$ cat src/rtl/uart_tx_fifo.sv
// Buffered 8N1 UART transmitter: a circular-buffer FIFO feeding a START/DATA/STOP
// serialiser paced by an oversampling baud tick. txd comes straight from a flop.
module uart_tx_fifo #(
   parameter int D_W    = 8,
   parameter int B_TICK = 16,
   parameter int AW     = 4
) (
   input  logic           clk,
   input  logic           rst,
   input  logic           baud_en,
   input  logic           wr_en,
   input  logic [D_W-1:0] wr_data,
   output logic           full,
   output logic           empty,
   output logic [AW:0]    count,
   output logic           overflow,
   output logic           txd,
   output logic           busy,
   output logic           tx_done
);
   localparam int DEPTH = 1 << AW;
   localparam int TW    = (B_TICK > 1) ? $clog2(B_TICK) : 1;
   localparam int BW    = (D_W > 1) ? $clog2(D_W) : 1;
   localparam logic [TW-1:0] TICK_LAST = TW'(B_TICK - 1);
   localparam logic [BW-1:0] BIT_LAST  = BW'(D_W - 1);
   localparam logic [AW:0]   DEPTH_CNT = (AW + 1)'(DEPTH);

   typedef enum logic [1:0] {IDLE, START, DATA, STOP} state_t;

   state_t         state_reg, state_next;
   logic [TW-1:0]  tick_cnt_reg, tick_cnt_next;
   logic [BW-1:0]  bit_cnt_reg, bit_cnt_next;
   logic [D_W-1:0] shift_reg, shift_next;
   logic           txd_reg, txd_next;
   logic           tx_done_reg, tx_done_next;

   logic [D_W-1:0] mem [DEPTH];
   logic [AW-1:0]  wr_ptr_reg, rd_ptr_reg;
   logic [AW:0]    count_reg, count_next;
   logic           full_reg, empty_reg, overflow_reg;
   logic           do_wr, do_pop, tick_end;

   assign do_wr    = wr_en && !full_reg;
   assign do_pop   = (state_reg == IDLE) && !empty_reg;
   assign tick_end = baud_en && (tick_cnt_reg == TICK_LAST);

   always_ff @(posedge clk) begin
      if (do_wr)
         mem[wr_ptr_reg] <= wr_data;
   end

   always_comb begin
      count_next = count_reg;
      if (do_wr && !do_pop)
         count_next = count_reg + 1'b1;
      else if (!do_wr && do_pop)
         count_next = count_reg - 1'b1;
   end

   // Flags are registered from the next occupancy so they line up with count.
   always_ff @(posedge clk or posedge rst) begin
      if (rst) begin
         wr_ptr_reg   <= '0;
         rd_ptr_reg   <= '0;
         count_reg    <= '0;
         full_reg     <= 1'b0;
         empty_reg    <= 1'b1;
         overflow_reg <= 1'b0;
      end else begin
         if (do_wr)
            wr_ptr_reg <= wr_ptr_reg + 1'b1;
         if (do_pop)
            rd_ptr_reg <= rd_ptr_reg + 1'b1;
         count_reg    <= count_next;
         full_reg     <= (count_next == DEPTH_CNT);
         empty_reg    <= (count_next == '0);
         overflow_reg <= wr_en && full_reg;
      end
   end

   always_ff @(posedge clk or posedge rst) begin
      if (rst) begin
         state_reg    <= IDLE;
         tick_cnt_reg <= '0;
         bit_cnt_reg  <= '0;
         shift_reg    <= '0;
         txd_reg      <= 1'b1;
         tx_done_reg  <= 1'b0;
      end else begin
         state_reg    <= state_next;
         tick_cnt_reg <= tick_cnt_next;
         bit_cnt_reg  <= bit_cnt_next;
         shift_reg    <= shift_next;
         txd_reg      <= txd_next;
         tx_done_reg  <= tx_done_next;
      end
   end

   always_comb begin
      state_next    = state_reg;
      tick_cnt_next = tick_cnt_reg;
      bit_cnt_next  = bit_cnt_reg;
      shift_next    = shift_reg;
      tx_done_next  = 1'b0;
      txd_next      = 1'b1;
      case (state_reg)
         IDLE: begin
            if (!empty_reg) begin
               shift_next    = mem[rd_ptr_reg];
               tick_cnt_next = '0;
               state_next    = START;
            end
         end
         START: begin
            if (tick_end) begin
               tick_cnt_next = '0;
               bit_cnt_next  = '0;
               state_next    = DATA;
            end else if (baud_en) begin
               tick_cnt_next = tick_cnt_reg + 1'b1;
            end
         end
         DATA: begin
            if (tick_end) begin
               tick_cnt_next = '0;
               shift_next    = shift_reg >> 1;
               if (bit_cnt_reg == BIT_LAST)
                  state_next = STOP;
               else
                  bit_cnt_next = bit_cnt_reg + 1'b1;
            end else if (baud_en) begin
               tick_cnt_next = tick_cnt_reg + 1'b1;
            end
         end
         STOP: begin
            if (tick_end) begin
               tick_cnt_next = '0;
               tx_done_next  = 1'b1;
               state_next    = IDLE;
            end else if (baud_en) begin
               tick_cnt_next = tick_cnt_reg + 1'b1;
            end
         end
         default: state_next = IDLE;
      endcase
      // The line level is decided from where the FSM is heading so txd can be a flop.
      case (state_next)
         START:   txd_next = 1'b0;
         DATA:    txd_next = shift_next[0];
         default: txd_next = 1'b1;
      endcase
   end

   assign full     = full_reg;
   assign empty    = empty_reg;
   assign count    = count_reg;
   assign overflow = overflow_reg;
   assign txd      = txd_reg;
   assign busy     = (state_reg != IDLE);
   assign tx_done  = tx_done_reg;

endmodule
$ cat config.mk
export PLATFORM = sky130hd
export DESIGN_NAME = uart_tx_fifo
export DESIGN_NICKNAME = d
export VERILOG_FILES = /design/src/rtl/uart_tx_fifo.sv
export SDC_FILE = /design/constraint.sdc
export NUM_CORES = 1
export LEC_CHECK = 0
export CAP_MARGIN = 5
export CORE_ASPECT_RATIO = 1.75
export CORE_MARGIN = 4
export CORE_UTILIZATION = 50
export CTS_CLUSTER_DIAMETER = 50
export CTS_CLUSTER_SIZE = 14
export DETAILED_ROUTE_END_ITERATION = 10
export DONT_BUFFER_PORTS = 1
export PLACE_DENSITY = 0.72
export SYNTH_ARGS = -nofsm -noshare
export SYNTH_HDL_FRONTEND = slang
export SYNTH_SLANG_ARGS = --single-unit
$ cat constraint.sdc
create_clock -name clk -period 3 [get_ports clk]
set_input_delay 0.45 -clock clk [delete_from_list [all_inputs] [get_ports clk]]
set_output_delay 0.45 -clock clk [all_outputs]
set_load 0.03 [all_outputs]
* Word-level counts from Yosys, hierarchy flattened
Memories as Yosys holds them, arrays and structs flattened. Cells that the tools add are included.
Storage, ports and cells: flip-flop bits (word level) 35, RAM bits 128, input bits 12, word-level logic and storage cells 76, memories kept 1
Memory list:
- mem | words 16, bits a word 8, rd ports 1, clocked after Yosys merged registers in 0, wr ports 1, line 37 | logic [D_W-1:0] mem [DEPTH];
Operators by class: add/subtract/negate cells 6, equal/unequal tests 13, multiplexer cells 24, reductions and logical operators 19
Operator list (number):
- 8-bit two-way mux | 2
- 8-bit one-hot mux with 2 select lines | 1
- 4-bit by 1-bit adder with 4-bit output, second input constant | 3
- 4-bit two-way mux | 3
- 2-bit two-way mux | 5
- 5-bit two-way mux | 2
- 3-bit two-way mux | 3
- 2-bit != test, second input constant | 4
- 2-bit one-hot mux with 4 select lines | 1
- 4-bit one-hot mux with 2 select lines | 1
- 2-bit == test, second input constant | 3
- 1-bit logical AND | 6
- 3-bit one-hot mux with 2 select lines | 1
- 2-bit nonzero test | 3
- 5-bit by 1-bit adder with 5-bit output, second input constant | 1
- 5-bit == test, second input constant | 1
- 5-bit zero test | 1
- 5-bit by 1-bit subtractor with 5-bit output, second input constant | 1
- 2-bit by 1-bit == test with 1-bit output, second input constant | 2
- 4-bit == test, second input constant | 1
- 1-bit zero test | 4
- 1-bit two-way mux | 4
- 4-bit AND reduction | 1
- 3-bit by 1-bit adder with 3-bit output, second input constant | 1
- other kinds (7) | 7

* Depth between registers and ports, before layout
Gate-level depths: netlist (run 1).
depth in word-level cells 7, depth in mapped cells 7, depth with buffers taken out 6

* Least setup slack after synthesis (run 1)
Ideal clock, no wire load.
path kind register -> register, start point register full_reg (netlist: full), end point memory mem[3][0] (enable), setup time 383 ps, arrival time 1671 ps, data required time 2617 ps, slack 945 ps, stages on the path, launching flop included 5, buffers on the path 1, clock period less this slack 2055 ps, cells stage by stage dfrtp_1 > nor2b_1 > buf_2 > nand2_1 > nor3_1
On the way: word-level cells in the longest chain between the ends 4
Ends and longest elaborated chain:
- start: declaration | line 40 | logic full_reg, empty_reg, overflow_reg;
- start signal: assignment | line 75 | full_reg <= (count_next == DEPTH_CNT);
- 1-bit zero test | line 43 | assign do_wr = wr_en && !full_reg;
- 1-bit logical AND | line 43
- 1-bit two-way mux | line 48 | if (do_wr)
- 1-bit two-way mux (implied by the code) | line 49 | mem[wr_ptr_reg] <= wr_data;
- end: declaration | line 37
No other way between the ends.

* Final worst setup path (run 1)
start point register count_reg[0] (netlist: count[0]), end point register empty_reg (netlist: empty)
On the way: word-level cells in the longest chain between the ends 4
Ends and longest elaborated chain:
- start: declaration | line 39 | logic [AW:0] count_reg, count_next;
- start signal: assignment | line 74 | count_reg <= count_next;
- 5-bit by 1-bit subtractor with 5-bit output | line 57 | count_next = count_reg - 1'b1;
- 5-bit two-way mux | line 56 | else if (!do_wr && do_pop)
- 5-bit two-way mux (*) | line 54 | if (do_wr && !do_pop)
- named net count_next[2] | line 39
- 5-bit zero test (*) | line 76 | empty_reg <= (count_next == '0);
- end signal: assignment | line 76
- end: declaration | line 40
The timed path passes the listed nets; every way through them passes the cells marked *. A chain may end at the register's enable or synchronous reset.

==> flow_metrics.env, run 1 <==
export IMPL_status="completed"
export IMPL_clkSinkCount=163
export IMPL_synth_top_area_cell="edfxtp_1"
export IMPL_placed_cells=579
export IMPL_clock_path_buffers=2
export IMPL_drtIter0Drc=306
export IMPL_reg2regPathDepth=6
export IMPL_holdBufCountCts=0
export IMPL_cts_setup_buffers=0
export IMPL_hold_viol=0
export IMPL_rsz0062_at_grt="false"
export IMPL_peakVddDrop_v=0.0003766
export IMPL_synth_area_um2=6904
export IMPL_io_buffers=0
export IMPL_core_area_um2=13450
export IMPL_finalCritPeriodShare=0.7112
export IMPL_htreeDepth=4
export IMPL_postPlaceCellArea_um2=7143
export IMPL_fp_dieH_um=163.5
export IMPL_clkTransAtPathRegs_ns=0.07
export IMPL_skew_ns=0.01283
export IMPL_max_cap_viol_count=0
export IMPL_r2r_start="count[0]"
export IMPL_synth_top_area_frac=0.5567
export IMPL_globalRouteOverflowTotal=0
export IMPL_finalNetCount=446
export IMPL_synth_cell_types=59
export IMPL_cp_slowest_cell="dfrtp_1"
export IMPL_ys_seq_area_frac=0.6839
export IMPL_diodes=0
export IMPL_setup_violations=0
export IMPL_wl_per_cell_um=22.04
export IMPL_worstMarginPinSlew_ns=0.8698
export IMPL_die_area_um2=15830
export IMPL_cts_resized=0
export IMPL_crit_path_start_kind="flip-flop"
export IMPL_r2r_setup_slack_ns=0.87
export IMPL_gp_congestion=0.8466
export IMPL_p_leak_nw=2.664
export IMPL_required_ns=3.32
export IMPL_path_max_fanout=9
export IMPL_ys_warn_count=0
export IMPL_rows=56
export IMPL_cts_made_buffers=17
export IMPL_whs_ns=0.02281
export IMPL_initial_core_util=0.5132
export IMPL_antenna_left=0
export IMPL_num_vias=3597
export IMPL_synthTopCellsByArea="edfxtp_1 (56%), dfrtp_1 (12%), mux4_2 (5.2%)"
export IMPL_r2r_end="empty"
export IMPL_synth_edff_count=128
export IMPL_multi_input_area_um2=2021
export IMPL_finalInstanceArea_um2=7730
export IMPL_grt_max_degree=40
export IMPL_grt_pass1_vias=3851
export IMPL_fin_crit_ns=2.133
export IMPL_drcViolationCount=0
export IMPL_power_density_nw_per_um2=899.5
export IMPL_critPathMaxStageDelay_ns=0.59
export IMPL_ys_ff_latch=163
export IMPL_arrival_ns=2.45
export IMPL_postSynthCellCount=410
export IMPL_tns_ns=0
export IMPL_register_area_um2=4723
export IMPL_synth_commonest_cells="edfxtp_1 (128), nand2_1 (34), dfrtp_1 (33), nor2_1 (18), mux4_2 (16)"
export IMPL_io_pins=23
export IMPL_grt_pass1_wl_um=21380
export IMPL_largest_reg_flops=128
export IMPL_instances_no_fill=611
export IMPL_die_x_um=96.83
export IMPL_cp_endpoint="empty"
export IMPL_nFillCells=1029
export IMPL_slew_viol_final=0
export IMPL_fmax_mhz=468.7
export IMPL_dr_pass1_iters=5
export IMPL_cp_end_kind="flip-flop"
export IMPL_wirelength_um=13460
export IMPL_syn_to_final_growth_pct=11.96
export IMPL_critPathLaunch="count[0]"
export IMPL_clock_latency_ns=0.42
export IMPL_drive_gt1_frac=0.2059
export IMPL_syn_nets=432
export IMPL_vias_per_cell=5.887
export IMPL_path_cells="inv_1 > ha_1 > or4b_1 > o22ai_2 > xor2_2 > nor4_1"
export IMPL_min_path_type="primary input to async pin"
export IMPL_tritoncts="built"
export IMPL_max_slew_margin_rel=0.4180
export IMPL_cts_root_buffer="clkbuf_16"
export IMPL_syn_avg_cell_area_um2=16.84
export IMPL_antenna_found_initial=0
export IMPL_dp_hpwl_um=8867
export IMPL_worst_setup_path_type="flip-flop to flip-flop"
export IMPL_synth_flop_cell="edfxtp_1"
export IMPL_synthArstFlopShare=0.2147
export IMPL_synthMostInstantiatedCell="edfxtp_1"
export IMPL_grt_use_total=0.1814
-- cell type report --
class,count,area share
clock buffers,18,0.05552
clock inverters,14,0.02039
inverters,7,0.003399
multi-input cells,216,0.2614
flip-flops and latches,163,0.6110
well taps,174,0.02816
repair buffers,19,0.02007
-- metrics by stage --
stage	worst slack [ns]	utilization	power (mW)
2_1_floorplan	0.9452	-	4.461
6_report	0.8665	0.5746	6.953
3_3_place_gp	0.8909	0.5310	4.830
3_5_place_dp	0.8828	0.5310	4.890
4_1_cts	0.8579	0.5746	7.004
5_1_grt	0.7119	0.5746	7.296
-- cell families after synthesis --
logic type | count (synthesis) | share of synthesized area
buf+inv | 31 | 0.02338
xor+xnor | 11 | 0.01504
flops | 163 | 0.6839
simple gates | 104 | 0.07992
compound gates | 43 | 0.05092
mux | 48 | 0.1287
fa+ha+maj | 10 | 0.01812
-- routing by layer --
layer / wire, um / GRT usage
met5: 0 / 0
met1: 4891 / 0.2018
met2: 7811 / 0.3358
met3: 673 / 0.04359
met4: 87 / 0.06518
-- cell usage in the layout (no fill, tap or decap), drive strengths merged, types with 3 or more instances in the layout --
master / instances
inv: 8
nand3: 12
nand2: 34
o21ai: 4
nor2b: 4
a22o: 5
o211ai: 5
clkinvlp: 3
edfxtp: 128
mux2: 10
xnor2: 9
o2111ai: 6
buf: 19
ha: 10
nand2b: 4
mux2i: 10
nand4: 4
clkinv: 8
a221oi: 3
mux4: 28
a21oi: 4
dfrtp: 33
and4: 3
nor2: 19
nor3: 9
clkbuf: 18
-- report_power, final --
group	internal [mW]	switching (mW)	total (mW)
clock network	1.23	0.881	2.11
registers	2.81	0.341	3.15
logic	0.787	0.902	1.69
total	4.83	2.12	6.95
-- worst min-delay path by stage --
stage / startpoint / to / slack [ns] / cells past startpoint
3_5_place_dp: rst / state_reg[0] / 0.47 / 2
2_1_floorplan: shift_reg[3] / shift_reg[2] / 0.48 / 2
3_3_place_gp: rst / state_reg[0] / 0.47 / 2
6_report: rst / shift_reg[5] / 0.02 / 2
4_1_cts: rst / shift_reg[5] / 0.02 / 2
5_1_grt: rst / count[4] / 0.05 / 2
-- worst max-delay path, delay by kind of cell (launching register included) --
kind | cells | cell delay, ns
fa+ha+maj | 1 | 0.19
flops | 1 | 0.59
buf+inv | 1 | 0.17
simple gates | 2 | 0.77
compound gates | 1 | 0.19
xor+xnor | 1 | 0.11
Note: power is estimated with default switching activity, not from simulation.
==> run 2, diff against run 1 <==
==> constraint.sdc (replaced) <==
create_clock -name clk -period 2 [get_ports clk]
set_input_delay 0.3 -clock clk [delete_from_list [all_inputs] [get_ports clk]]
set_output_delay 0.3 -clock clk [all_outputs]
set_load 0.03 [all_outputs]
==> flow_metrics.env, run 2 (synthesized netlist as in run 1, its figures left out) <==
export IMPL_status="completed"
export IMPL_htreeDepth=4
export IMPL_peakVddDrop_v=0.0007058
export IMPL_dp_hpwl_um=9097
export IMPL_slew_viol_final=0
export IMPL_gp_congestion=0.8023
export IMPL_rows=56
export IMPL_clock_latency_ns=0.42
export IMPL_io_pins=23
export IMPL_clock_path_buffers=2
export IMPL_power_mw=10.58
export IMPL_postPlaceCellArea_um2=7321
export IMPL_finalInstanceArea_um2=7995
export IMPL_cp_end_kind="flip-flop"
export IMPL_cts_root_buffer="clkbuf_16"
export IMPL_syn_to_final_growth_pct=15.80
export IMPL_diodes=0
export IMPL_largest_reg_flops=128
export IMPL_path_max_fanout=13
export IMPL_hold_viol=0
export IMPL_finalCritPeriodShare=0.9231
export IMPL_die_x_um=96.83
export IMPL_num_vias=3719
export IMPL_initial_core_util=0.5132
export IMPL_rsz0062_at_grt="false"
export IMPL_post_place_ws_ns=0.1746
export IMPL_tritoncts="built"
export IMPL_io_buffers=0
export IMPL_grt_pass1_wl_um=22150
export IMPL_antenna_found_initial=0
export IMPL_grt_use_total=0.1840
export IMPL_fmax_mhz=541.6
export IMPL_min_path_type="primary input to flip-flop"
export IMPL_worstMarginPinSlew_ns=0.5959
export IMPL_wirelength_um=13550
export IMPL_arrival_ns=2.18
export IMPL_fin_crit_ns=1.846
export IMPL_crit_path_start_kind="flip-flop"
export IMPL_drcViolationCount=0
export IMPL_wl_per_cell_um=21.17
export IMPL_fin_util=0.5943
export IMPL_cts_made_buffers=17
export IMPL_setup_violations=0
export IMPL_die_area_um2=15830
export IMPL_worst_setup_path_type="flip-flop to flip-flop"
export IMPL_clkSinkCount=163
export IMPL_path_cells="buf_4 > or4b_1 > a221oi_1 > o21ai_1 > o2111ai_1"
export IMPL_final_cell_mix="edfxtp_1 (128), buf_4 (35), nand2_1 (34)"
export IMPL_drive_gt1_frac=0.2403
export IMPL_drtIter0Drc=340
export IMPL_globalRouteOverflowTotal=0
export IMPL_finalNetCount=475
export IMPL_clkTransAtPathRegs_ns=0.07
export IMPL_power_density_nw_per_um2=1324
export IMPL_tns_ns=0
export IMPL_vias_per_cell=5.811
export IMPL_final_common_cell="edfxtp_1"
export IMPL_core_area_um2=13450
export IMPL_worst_slack_ns=0.1537
export IMPL_critPathMaxStageDelay_ns=0.64
export IMPL_dr_pass1_iters=4
export IMPL_skew_ns=0.006490
export IMPL_p_leak_nw=2.808
export IMPL_antenna_left=0
export IMPL_max_cap_viol_count=0
export IMPL_grt_max_degree=35
export IMPL_cp_slowest_cell="or4b_1"
export IMPL_required_ns=2.33
export IMPL_fp_dieH_um=163.5
export IMPL_grt_pass1_vias=3979
export IMPL_max_slew_margin_rel=0.6014
[run 2: cell count changes in the layout (fill, tap and decap cells not counted), moves of 5 or more]
cell,before,now
buf_4,18,35
clkinv_4,7,2
dlygate4sd3_1,0,10
inv_6,1,7
[run 2: metal layers]
| metal | wire length (um) | share of wire | GRT usage | vias to the layer above |
|---|---|---|---|---|
| li1 | - | - | - | 1707 |
| met1 | 5093 | 0.38 | 0.2054 | 1900 |
| met2 | 7673 | 0.57 | 0.3365 | 83 |
| met3 | 445 | 0.033 | 0.04530 | 29 |
| met4 | 339 | 0.025 | 0.07157 | 0 |
| met5 | 0 | 0 | 0 | - |
[run 2: repair_timing]
item / 4_1_cts / 5_1_grt
hold buffers: 10 / 0
endpoints found under the hold margin: 162 / 0
buffers inserted: 0 / 0
setup endpoints to repair: 0 / 1
gates resized for setup: 0 / 1
[run 2: power breakdown]
group	switching, mW	internal [mW]	leakage, nW
clock network	1.38	1.75	0.272
registers	0.390	4.21	1.58
logic	1.51	1.34	0.955
[run 2: final timing paths]
kind / slack (ns) / depth (start not counted) / start / endpoint
worst max-delay path: 0.15 / 5 / state_reg[0] / shift_reg[6]
max in group asynchronous: 1.37 / 3 / rst / txd
worst max register to register: 0.15 / 5 / state_reg[0] / shift_reg[6]
worst min-delay path: 0.02 / 2 / baud_en / tick_cnt_reg[1]
worst min register to register: 0.52 / 2 / shift_reg[3] / shift_reg[2]
min in group asynchronous: 0.36 / 3 / rst / count[2]
[run 2: through the flow]
| stage | hold slack (ns) | cells |
|---|---|---|
| after detailed placement | 0.2587 | 598 |
| after CTS | 0.006639 | 640 |
| after global placement | 0.2447 | 598 |
| after global routing | 0.008793 | 640 |
| after floorplan | 0.3989 | 410 |
| final | 0.01856 | 640 |
[run 2: critical path: cells and delay by family, from the launching register on]
kind | cells | cell delay [ns]
AND/OR/NAND/NOR | 1 | 0.64
flip-flops | 1 | 0.46
AO/OA/AOI/OAI | 3 | 0.46
buffers and inverters | 1 | 0.21
[run 2: layout make-up]
cell class	instances	area (um2)
clock buffer	17	425.4
clock inverter	15	146.4
fill	988	5458
inverter	7	26.28
multi-input combinational	216	2033
sequential	163	4723
tap	174	217.7
timing repair buffer	48	422.9
==> run 3, diff against run 2 <==
--- a/config.mk
+++ b/config.mk
@@ -7,13 +7,13 @@
 export LEC_CHECK = 0
 export CAP_MARGIN = 5
 export CORE_ASPECT_RATIO = 1.75
-export CORE_MARGIN = 4
+export CORE_MARGIN = 1.5
 export CORE_UTILIZATION = 50
 export CTS_CLUSTER_DIAMETER = 50
 export CTS_CLUSTER_SIZE = 14
 export DETAILED_ROUTE_END_ITERATION = 10
 export DONT_BUFFER_PORTS = 1
-export PLACE_DENSITY = 0.72
+export PLACE_DENSITY = 0.75
 export SYNTH_ARGS = -nofsm -noshare
 export SYNTH_HDL_FRONTEND = slang
 export SYNTH_SLANG_ARGS = --single-unit
==> flow_metrics.env, run 3 (synthesized netlist as in run 1, its figures left out) <==
export IMPL_status="completed"
export IMPL_seqPwrFrac=0.434
export IMPL_hold_viol=0
export IMPL_htreeDepth=4
export IMPL_slew_viol_final=0
export IMPL_grt_max_degree=29
export IMPL_setup_violations=0
export IMPL_grt_use_total=0.2034
export IMPL_path_max_fanout=6
export IMPL_r2r_end="shift_reg[3]"
export IMPL_r2r_start="state_reg[0]"
export IMPL_worstMarginPinSlew_ns=0.5775
export IMPL_max_cap_viol_count=0
export IMPL_pwr_share_comb=0.272
export IMPL_cp_slowest_cell="dfrtp_1"
export IMPL_skew_ns=0.007653
export IMPL_grt_pass1_vias=3951
export IMPL_power_density_nw_per_um2=1324
export IMPL_syn_to_final_growth_pct=16.11
export IMPL_io_pins=23
export IMPL_netSwitchingFraction=0.3181
export IMPL_dp_hpwl_um=9367
export IMPL_cts_root_buffer="clkbuf_16"
export IMPL_cts_made_buffers=17
export IMPL_rsz0062_at_grt="false"
export IMPL_fmax_mhz=526.2
export IMPL_reg2regPathDepth=4
export IMPL_grt_pass1_wl_um=21430
export IMPL_clkTransAtPathRegs_ns=0.07
export IMPL_dr_pass1_iters=4
export IMPL_fp_dieH_um=158.5
export IMPL_globalRouteOverflowTotal=0
export IMPL_drive_gt1_frac=0.2403
export IMPL_worst_setup_path_type="flip-flop to primary output"
export IMPL_critPathMaxStageDelay_ns=0.45
export IMPL_antenna_found_initial=0
export IMPL_final_common_cell="edfxtp_1"
export IMPL_cp_top_family="flip-flops"
export IMPL_wirelength_um=13710
export IMPL_gp_congestion=0.7956
export IMPL_drcViolationCount=0
export IMPL_finalCritPeriodShare=0.9502
export IMPL_path_depth=3
export IMPL_peakVddDrop_v=0.0005785
export IMPL_num_vias=3729
export IMPL_clock_path_buffers=2
export IMPL_die_x_um=91.83
export IMPL_placed_cells=598
export IMPL_path_cells="nor2_1 > inv_1 > buf_4"
export IMPL_p_leak_nw=2.824
export IMPL_diodes=0
export IMPL_antenna_left=0
export IMPL_cp_end_kind="primary output"
export IMPL_vias_per_cell=5.827
export IMPL_critPathBufInv=2
export IMPL_crit_path_start_kind="flip-flop"
export IMPL_arrival_ns=1.60
export IMPL_tritoncts="built"
export IMPL_r2r_setup_slack_ns=0.15
export IMPL_clkSinkCount=163
export IMPL_instances_no_fill=640
export IMPL_core_area_um2=13450
export IMPL_largest_reg_flops=128
export IMPL_fin_crit_ns=1.900
export IMPL_intPower_mw=7.237
export IMPL_clkPwrFrac=0.294
export IMPL_tns_ns=0
export IMPL_p_sw_mw=3.376
export IMPL_max_slew_margin_rel=0.6137
export IMPL_die_area_um2=14550
export IMPL_wl_per_cell_um=21.43
export IMPL_cts_setup_buffers=0
export IMPL_hold_path_depth=2
export IMPL_rows=56
export IMPL_initial_core_util=0.5132
export IMPL_critPathLaunch="state_reg[0]"
export IMPL_clock_latency_ns=0.42
export IMPL_cp_endpoint="busy"
export IMPL_min_path_type="primary input to flip-flop"
export IMPL_io_buffers=0
export IMPL_finalNetCount=475
export IMPL_final_cell_mix="edfxtp_1 (128), nand2_1 (34), buf_4 (34)"
export IMPL_required_ns=1.70
export IMPL_drtIter0Drc=223
run 3: changes by cell type in the layout (fill, tap and decap cells not counted), sizes merged:
cell / previous run / this run
clkinv: 3 / 5
clkinvlp: 3 / 1
inv: 15 / 16
bufinv: 1 / 0
run 3: area by class of cell:
cell class / instances / area (um2)
Clock buffer: 17 / 425.4
Clock inverter: 15 / 157.7
Fill cell: 983 / 5436
Inverter: 7 / 26.28
Multi-Input combinational cell: 216 / 2031
Sequential cell: 163 / 4723
Tap cell: 174 / 217.7
Timing Repair Buffer: 48 / 435.4
run 3: worst min-delay path by stage:
stage               startpoint              end
floorplan           wr_data[0]        mem[0][0]
global placement           rst         count[4]
detailed placement         rst         count[3]
CTS                    baud_en  tick_cnt_reg[1]
global route           baud_en  tick_cnt_reg[1]
finish                 baud_en  tick_cnt_reg[1]
run 3: metal layers:
metal  up-vias  routed length, um  global-route usage
li1       1713                  -                   -
met1      1904               4944              0.2163
met2        93               8099              0.3859
met3        19                432             0.04441
met4         0                236             0.08352
met5         -                  0                   0
run 3: power by group through the flow:
stage	Clock, mW	Sequential [mW]	Combinational, mW
after CTS	3.18	4.61	2.91
after floorplan	0	4.62	2.08
final	3.12	4.61	2.88
after global placement	0	4.63	2.75
after detailed placement	0	4.67	2.82
after global routing	3.30	4.67	3.12
run 3: repair_timing:
| item | in CTS | in global routing |
|---|---|---|
| hold buffers | 10 | 0 |
| gates resized for setup | 0 | 0 |
| hold endpoints to repair | 138 | 0 |
run 3: through the flow:
stage | instance area (um2) | setup WS (ns) | utilization | hold WS [ns] | total power, mW
3_3_place_gp | 7333 | 0.1531 | 0.5451 | 0.2207 | 7.382
4_1_cts | 8016 | 0.08748 | 0.5959 | 0.03455 | 10.70
5_1_grt | 8016 | 0.01099 | 0.5959 | 0.05203 | 11.09
2_1_floorplan | 6914 | -0.02141 | - | 0.3989 | 6.701
6_report | 8016 | 0.09958 | 0.5959 | 0.05431 | 10.61
3_5_place_dp | 7333 | 0.1685 | 0.5451 | 0.2313 | 7.491
